File: config.mk
export PLATFORM = sky130hd
export DESIGN_NAME = data_mem_arbiter
export DESIGN_NICKNAME = d
export VERILOG_FILES = /design/src/rtl/data_mem_arbiter.sv
export SDC_FILE = /design/constraint.sdc
export NUM_CORES = 1
export LEC_CHECK = 0
export ABC_CLOCK_PERIOD_IN_PS = 2100
export CORE_AREA = 2 2 106 108
export CTS_CLUSTER_SIZE = 8
export DETAILED_ROUTE_END_ITERATION = 16
export DIE_AREA = 0 0 108 110
export PLACE_DENSITY_LB_ADDON = 0.3
export SYNTH_ARGS = -nofsm -noshare
export SYNTH_HDL_FRONTEND = slang
export SYNTH_SLANG_ARGS = --single-unit
File: constraint.sdc
create_clock -name clk -period 2.1 [get_ports clk]
set_clock_uncertainty 0.15 [all_clocks]
set_input_delay 0.525 -clock clk [delete_from_list [all_inputs] [get_ports clk]]
set_output_delay 0.525 -clock clk [all_outputs]
set_load 0.02 [all_outputs]
File: src/rtl/data_mem_arbiter.sv
// Two-requester round-robin arbiter with lockable bursts for the single-port data RAM.
// Optional macro DMARB_LOCK_LIMIT_EN caps a locked burst at MAX_LOCK grants when the other port waits.
module data_mem_arbiter #(
   parameter int XLEN     = 32,
   parameter int AW       = 32,
   parameter int MAX_LOCK = 16
) (
   input  logic            clk,
   input  logic            rst,
   input  logic            p0_req_i,
   input  logic            p0_we_i,
   input  logic            p0_lock_i,
   input  logic [AW-1:0]   p0_addr_i,
   input  logic [XLEN-1:0] p0_wdata_i,
   output logic            p0_gnt_o,
   output logic            p0_rvalid_o,
   input  logic            p1_req_i,
   input  logic            p1_we_i,
   input  logic            p1_lock_i,
   input  logic [AW-1:0]   p1_addr_i,
   input  logic [XLEN-1:0] p1_wdata_i,
   output logic            p1_gnt_o,
   output logic            p1_rvalid_o,
   output logic [XLEN-1:0] rdata_o,
   output logic            mem_en_o,
   output logic            mem_we_o,
   output logic [AW-1:0]   mem_addr_o,
   output logic [XLEN-1:0] mem_wdata_o,
   input  logic [XLEN-1:0] mem_rdata_i
);

   typedef enum logic [1:0] {IDLE = 2'd0, LOCK0 = 2'd1, LOCK1 = 2'd2} state_t;

   if (MAX_LOCK < 2 || MAX_LOCK > 255) begin : g_bad_max_lock
      $error("data_mem_arbiter: MAX_LOCK must be in 2..255");
   end

   state_t            state_q, state_d;
   logic              rr_last_q, rr_last_d;
   logic              rd_pend_q, rd_pend_d;
   logic              rd_src_q, rd_src_d;
   logic [XLEN-1:0]   rdata_q;
   logic              gnt0_s, gnt1_s;

`ifdef DMARB_LOCK_LIMIT_EN
   localparam logic [7:0] MAX_LOCK_C = 8'(MAX_LOCK);
   logic [7:0] lock_cnt_q, lock_cnt_d, lock_cnt_inc_s;
   assign lock_cnt_inc_s = (lock_cnt_q == 8'hFF) ? lock_cnt_q : lock_cnt_q + 8'd1;
`endif

   // State, round-robin pointer and read-return registers
   always_ff @(posedge clk or negedge rst) begin
      if (!rst) begin
         state_q    <= IDLE;
         rr_last_q  <= 1'b1;
         rd_pend_q  <= 1'b0;
         rd_src_q   <= 1'b0;
         rdata_q    <= '0;
`ifdef DMARB_LOCK_LIMIT_EN
         lock_cnt_q <= 8'd0;
`endif
      end else begin
         state_q    <= state_d;
         rr_last_q  <= rr_last_d;
         rd_pend_q  <= rd_pend_d;
         rd_src_q   <= rd_src_d;
         if (rd_pend_q) rdata_q <= mem_rdata_i;
`ifdef DMARB_LOCK_LIMIT_EN
         lock_cnt_q <= lock_cnt_d;
`endif
      end
   end

   // Next state: lock entry/exit and round-robin pointer update
   always_comb begin
      state_d   = state_q;
      rr_last_d = rr_last_q;
      rd_pend_d = (gnt0_s | gnt1_s) & ~mem_we_o;
      rd_src_d  = gnt1_s;
`ifdef DMARB_LOCK_LIMIT_EN
      lock_cnt_d = lock_cnt_q;
`endif
      case (state_q)
         IDLE: begin
            if (gnt0_s) begin
               rr_last_d = 1'b0;
               state_d   = p0_lock_i ? LOCK0 : IDLE;
            end else if (gnt1_s) begin
               rr_last_d = 1'b1;
               state_d   = p1_lock_i ? LOCK1 : IDLE;
            end else begin
               state_d = IDLE;
            end
`ifdef DMARB_LOCK_LIMIT_EN
            // The grant that opens a burst is the first one counted
            lock_cnt_d = 8'd1;
`endif
         end
         LOCK0: begin
            if (!p0_req_i || !p0_lock_i) begin
               state_d = IDLE;
            end else begin
`ifdef DMARB_LOCK_LIMIT_EN
               lock_cnt_d = lock_cnt_inc_s;
               if (lock_cnt_inc_s >= MAX_LOCK_C && p1_req_i) begin
                  state_d   = IDLE;
                  rr_last_d = 1'b0;
               end else begin
                  state_d = LOCK0;
               end
`else
               state_d = LOCK0;
`endif
            end
         end
         LOCK1: begin
            if (!p1_req_i || !p1_lock_i) begin
               state_d = IDLE;
            end else begin
`ifdef DMARB_LOCK_LIMIT_EN
               lock_cnt_d = lock_cnt_inc_s;
               if (lock_cnt_inc_s >= MAX_LOCK_C && p0_req_i) begin
                  state_d   = IDLE;
                  rr_last_d = 1'b1;
               end else begin
                  state_d = LOCK1;
               end
`else
               state_d = LOCK1;
`endif
            end
         end
         default: begin
            state_d = IDLE;
         end
      endcase
`ifdef DMARB_LOCK_LIMIT_EN
      if (state_d == IDLE) lock_cnt_d = 8'd0;
`endif
   end

   // Grant decode; gated by rst so nothing reaches the RAM during reset
   always_comb begin
      gnt0_s = 1'b0;
      gnt1_s = 1'b0;
      case (state_q)
         IDLE: begin
            gnt0_s = p0_req_i & (~p1_req_i | rr_last_q);
            gnt1_s = p1_req_i & (~p0_req_i | ~rr_last_q);
         end
         LOCK0:   gnt0_s = p0_req_i;
         LOCK1:   gnt1_s = p1_req_i;
         default: begin
            gnt0_s = 1'b0;
            gnt1_s = 1'b0;
         end
      endcase
      if (!rst) begin
         gnt0_s = 1'b0;
         gnt1_s = 1'b0;
      end else begin
         gnt0_s = gnt0_s;
         gnt1_s = gnt1_s;
      end
   end

   assign p0_gnt_o    = gnt0_s;
   assign p1_gnt_o    = gnt1_s;
   assign mem_en_o    = gnt0_s | gnt1_s;
   assign mem_we_o    = gnt0_s ? p0_we_i    : (gnt1_s ? p1_we_i    : 1'b0);
   assign mem_addr_o  = gnt0_s ? p0_addr_i  : (gnt1_s ? p1_addr_i  : '0);
   assign mem_wdata_o = gnt0_s ? p0_wdata_i : (gnt1_s ? p1_wdata_i : '0);
   assign p0_rvalid_o = rd_pend_q & ~rd_src_q;
   assign p1_rvalid_o = rd_pend_q & rd_src_q;
   assign rdata_o     = rd_pend_q ? mem_rdata_i : rdata_q;

endmodule

**Word-level counts from Yosys, hierarchy flattened**

Cells that the tools add are included.

- Flip-flop bits (word level): 37
- Logic and storage cells: 49
- Input bits: 168

- Bitwise gates (word level): 13
- Mux-type cells: 20
- Equal/unequal tests: 2
- Reductions and logical operators: 9

Operator list:

| operator | number |
|---|---|
| 32-bit 2-to-1 mux | 5 |
| 1-bit 2-to-1 mux | 8 |
| 2-bit 2-to-1 mux | 4 |
| 2-bit case mux with 3 select lines | 1 |
| 1-bit bitwise AND | 5 |
| 1-bit NOT | 5 |
| 1-bit zero test | 4 |
| 1-bit case mux with 2 select lines | 2 |
| 1-bit OR | 3 |
| 2-bit by 1-bit == test with 1-bit output (second input constant) | 1 |
| 2-bit == test (second input constant) | 1 |
| 2-bit zero test | 1 |
| 1-bit logical OR | 2 |
| 2-bit AND reduction | 1 |
| 2-bit nonzero test | 1 |

**Longest topological paths before layout**

Gate-level depths: netlist (run 1).

- Depth in word-level cells: 9
- Depth in mapped cells: 5
- Depth with buffers taken out: 3

**Least setup slack after synthesis (run 1)**

No wires, ideal clock.

- Path type: input port to output port
- Start point: input p1_req_i
- End point: output mem_addr_o[10]
- Slack: -78 ps
- Arrival: 1,503 ps
- Path buffers: 2
- Cell stages on the path: 5
- Path through: nor2b_1 -> and3_1 -> buf_2 -> buf_2 -> a22o_1

- Word-level cells in the longest chain between the ends: 6
- Elaborated cells on any way between the ends: 10
- Classes of those cells: mux: 6; bitwise: 4

Ends and longest elaborated chain:

| item | RTL line | source |
|---|---|---|
| from (decl) | 17 | `input logic p1_req_i,` |
| 1-bit NOT | 148 | `gnt0_s = p0_req_i & (~p1_req_i \| rr_last_q);` |
| 1-bit OR | 148 |  |
| 1-bit bitwise AND | 148 |  |
| 1-bit case mux with 2 select lines | 146 | `case (state_q)` |
| 1-bit 2-to-1 mux | 158 | `if (!rst) begin` |
| 32-bit 2-to-1 mux (*) | 171 | `assign mem_addr_o = gnt0_s ? p0_addr_i : (gnt1_s ? p1_addr_i : '0);` |
| to (decl) | 27 | `output logic [AW-1:0] mem_addr_o,` |

Mark *: on every way between the ends. The rest lies on a longest branch, timed or not.

**Worst setup path after layout (run 1)**

- Start point: register rr_last_q
- End point: output mem_wdata_o[23]

- Word-level cells in the longest chain between the ends: 7
- Elaborated cells on any way between the ends: 11
- Classes of those cells: mux: 6; bitwise: 5

Ends and longest elaborated chain:

| item | RTL line | source |
|---|---|---|
| from (decl) | 39 | `logic rr_last_q, rr_last_d;` |
| from (signal assigned) | 64 | `rr_last_q <= rr_last_d;` |
| 1-bit NOT | 149 | `gnt1_s = p1_req_i & (~p0_req_i \| ~rr_last_q);` |
| 1-bit OR | 149 |  |
| 1-bit bitwise AND | 149 |  |
| 1-bit case mux with 2 select lines | 146 |  |
| 1-bit 2-to-1 mux | 158 |  |
| 32-bit 2-to-1 mux | 172 | `assign mem_wdata_o = gnt0_s ? p0_wdata_i : (gnt1_s ? p1_wdata_i : '0);` |
| 32-bit 2-to-1 mux (*) | 172 |  |
| to (decl) | 28 | `output logic [XLEN-1:0] mem_wdata_o,` |

Marked as above.

==> results by group, run 1 <==
Placed design
  – Detailed-placement wirelength estimate: 8768 um
  – GPL Wtd Cong: 0.7373
  – Input/output buffers: ~270
  – Setup slack after placement: -1.177 ns

Timing
  – Final Hold Slack: 0.005423 ns
  – Final Cycle Share: 121.8%
  – Final number of setup-violating endpoints: 98
  – Peak clock frequency supported by timing: roughly 390 MHz
  – Max-slew violations: 0
  – Unrepaired setup endpoints after global routing: yes
  – Time the final worst path needs with I/O delays and setup: 2.559 ns
  – Least setup slack across all paths after layout: -0.4586 ns
  – Final Hold Fails: 0
  – Max-Slew Margin vs Limit: 71.59%
  – Worst slew pin tran: 0.4262 ns

Finish
  – Number of nets at the end of the flow: 657
  – Share of layout cells above drive strength 1: 42.65%
  – Top library cells by usage in the layout, fill and taps aside: sky130_fd_sc_hd__clkdlybuf4s50_1, sky130_fd_sc_hd__buf_6, sky130_fd_sc_hd__a22o_1, sky130_fd_sc_hd__dfrtp_1, sky130_fd_sc_hd__mux2_4
  – N_diodes: 0
  – Most frequent standard cell in the layout excluding fill and tap cells: sky130_fd_sc_hd__clkdlybuf4s50_1
  – Area growth, synth to finish: 183.1%

Logic synthesis
  – Cell Area, Synth: 2137 um2
  – Synthesized area per cell: approximately 12 um2
  – Flip-flop and latch count after synthesis: 37
  – Mapped Cells: 179
  – Largest cells by area after synthesis: sky130_fd_sc_hd__dfrtp_1, sky130_fd_sc_hd__a22o_1, sky130_fd_sc_hd__mux2_2
  – Synth area leader: sky130_fd_sc_hd__dfrtp_1
  – Net count after synthesis: 347
  – Sequential cell area fraction in the yosys report: a little over two fifths
  – Synth Warn #: 0
  – Synth unique cells: 24
  – Synth top area share: between 40% and 50%

Status
  – Result of the run: finished, violations left
  – Failing checks: negative setup slack

Critical path
  – Most frequent cell on the critical path: sky130_fd_sc_hd__buf_6
  – Critical path endpoint category: primary output
  – Category of cells accounting for the largest share of critical-path delay: flip-flops
  – Critical-path maximum fanout: 14
  – Longest individual stage delay on the worst path: 0.57 ns
  – Critical path data arrival time: 1.88 ns
  – Required time worst endpoint: 1.42 ns
  – CP startpoint kind: flip-flop
  – Crit Path Category: flip-flop to primary output
  – Number of buffers and inverters on the critical path: 3
  – Slowest cell on crit path: sky130_fd_sc_hd__dfstp_2
  – Ordered cell list for the critical path: buf_6, nand3b_1, and3_4, clkbuf_16, a22o_1, buf_6

GRT
  – Met3 demand-to-capacity share in global routing: 4.644%
  – Met2 Track Usage GR: around a third
  – Number of global-route vias before repair: approximately 2,800
  – Antenna violations before repair: 0
  – Maximum number of pins on one net before global-route repair: 36
  – Most Crowded Layer GR: met2
  – Total congestion overflow: 0
  – Global-route wire length before repair: 16,090 um
  – Met1 track utilization from global routing: between 20% and 30%
  – Gr usage total: 17.87%

Floorplan
  – IO Count: 270
  – Vertical die dimension: 110 um
  – Die W: around 110 um
  – Initial Util: between 10% and 20%
  – Overall die area: 11,880 um2
  – Row Count: 38
  – Std-Cell Core Area: 10,700 um2

Clock network
  – CTS tree: done
  – Cts bufs inserted: 5
  – Clk Tree Root Cell: sky130_fd_sc_hd__clkbuf_8
  – Skew-Pair Late Insertion Delay: 0.28 ns
  – Post-CTS Hold Fix Bufs: 0
  – Max Buffers Root-to-Sink: 2
  – Clock H-tree levels: 2
  – Clock transition at the register clock pins on the worst setup and hold paths after CTS: about 0.080 ns
  – TritonCTS sink count: 37

Power and ir drop
  – Power density of the placed cells: 676.0 nW/um2
  – Leakage power figure: about 2.7 nW
  – P_sw: 1.346 mW
  – Maximum ir drop on the vdd rail: 632.8 uV
  – Net switching fraction of the power: 32.92%
  – Relative contribution of the clock network to total power: 15.4%
  – Part of the power in combinational logic: 60.7%
  – Total internal power: 2.743 mW
  – Overall power: 4.090 mW
  – Proportion of power drawn by flip-flops and latches: about a quarter

Drt
  – Via density: 4.429
  – 1st-pass router iterations: 6
  – Final routed DRC violation total: 0
  – Per-cell routed wire length: around 20 um
  – Final Routed Wirelength: 12,420 um
  – Antenna-violating nets left: 0
  – Overall via count from detail_route: 2,790
  – Violation count after the first detailed-route iteration: approximately 170

Job
  – Number of violations of the max-capacitance limit: 0

Min path
  – Type of the worst min-delay path: primary input to async pin
[cell type report]
cell class	instances	area, um2
Sequential cell	37	928.4
Tap cell	140	175.2
Timing Repair Buffer	321	3548
Multi-Input combinational cell	123	1281
Fill cell	926	4648
Inverter	1	3.754
Clock buffer	5	68.82
Clock inverter	3	43.79
[final timing paths]
check	to	startpoint	slack, ns	cells past startpoint
max in group asynchronous	rr_last_q	rst	1.14	3
min reg2reg	rdata_q[4]	rdata_q[4]	0.36	1
max reg2reg	rd_src_q	rr_last_q	0.45	5
max	mem_wdata_o[23]	rr_last_q	-0.46	6
min in group clk	rdata_q[4]	rdata_q[4]	0.36	1
min	rdata_q[20]	rst	0.005	2
[timing repair]
action / 4_1_cts / 5_1_grt
gates resized for setup: 559 / 96
cloned: 6 / 10
setup buffers: 11 / 14
pin swaps: 15 / 21
endpoints found under the setup margin: 102 / 102
[power by group through the flow]
stage	registers, mW	logic, mW	clock network, mW
final	0.980	2.48	0.629
after global routing	0.999	2.61	0.671
after CTS	0.971	2.15	0.645
after detailed placement	0.977	1.95	0
after global placement	0.968	1.94	0
after floorplan	0.960	0.889	0
[sequential cells by signal, summed over array words and instances (netlist names)]
name       flops
rdata_q       32
state_q        2
rd_pend_q      1
rd_src_q       1
rr_last_q      1
[metal layers]
metal / vias to the layer above / routed length, um
li1: 1329 / -
met1: 1315 / 4782
met4: 0 / 133
met3: 12 / 1011
met2: 134 / 6496
met5: - / 0
[cells by family (layout without fill, tap and decap cells)]
| group | Yosys count | count (layout) | share of synthesized area, % |
|---|---|---|---|
| AO/OA/AOI/OAI | 70 | 70 | 27.93 |
| flip-flops | 37 | 37 | 43.38 |
| multiplexers | 32 | 32 | 16.86 |
| AND/OR/NAND/NOR | 21 | 21 | 5.914 |
| buffers and inverters | 19 | 330 | 5.913 |
[per-stage QoR]
stage,util [%],area (um2),cells,TNS (ns)
2_1_floorplan,-,2140,179,-3.925
3_3_place_gp,47.51,5082,585,-83.27
5_1_grt,56.55,6050,630,-34.62
4_1_cts,50.85,5440,610,-30.13
3_5_place_dp,47.51,5082,585,-84.94
6_report,56.55,6050,630,-28.88
[cells in the mapped netlist (all sizes together)]
master  count
a21oi       3
a22o       64
a31oi       1
and2        1
and3        1
and3b       1
buf        17
clkbuf      1
dfrtp      36
dfstp       1
inv         1
mux2       32
nand2       5
nand2b      3
nand3b      1
nor2        3
nor2b       3
nor3b       2
nor4b       1
o22ai       1
o32ai       1
(Power assumes the default switching activity.)
==> run 2: changes to the inputs <==
--- a/config.mk
+++ b/config.mk
@@ -7,6 +7,7 @@
 export LEC_CHECK = 0
 export ABC_CLOCK_PERIOD_IN_PS = 2100
 export CORE_AREA = 2 2 106 108
+export CTS_CLUSTER_DIAMETER = 200
 export CTS_CLUSTER_SIZE = 8
 export DETAILED_ROUTE_END_ITERATION = 16
 export DIE_AREA = 0 0 108 110
==> results of run 2 <==
No change in the layout: final DEF, timing and power equal those of run 1.
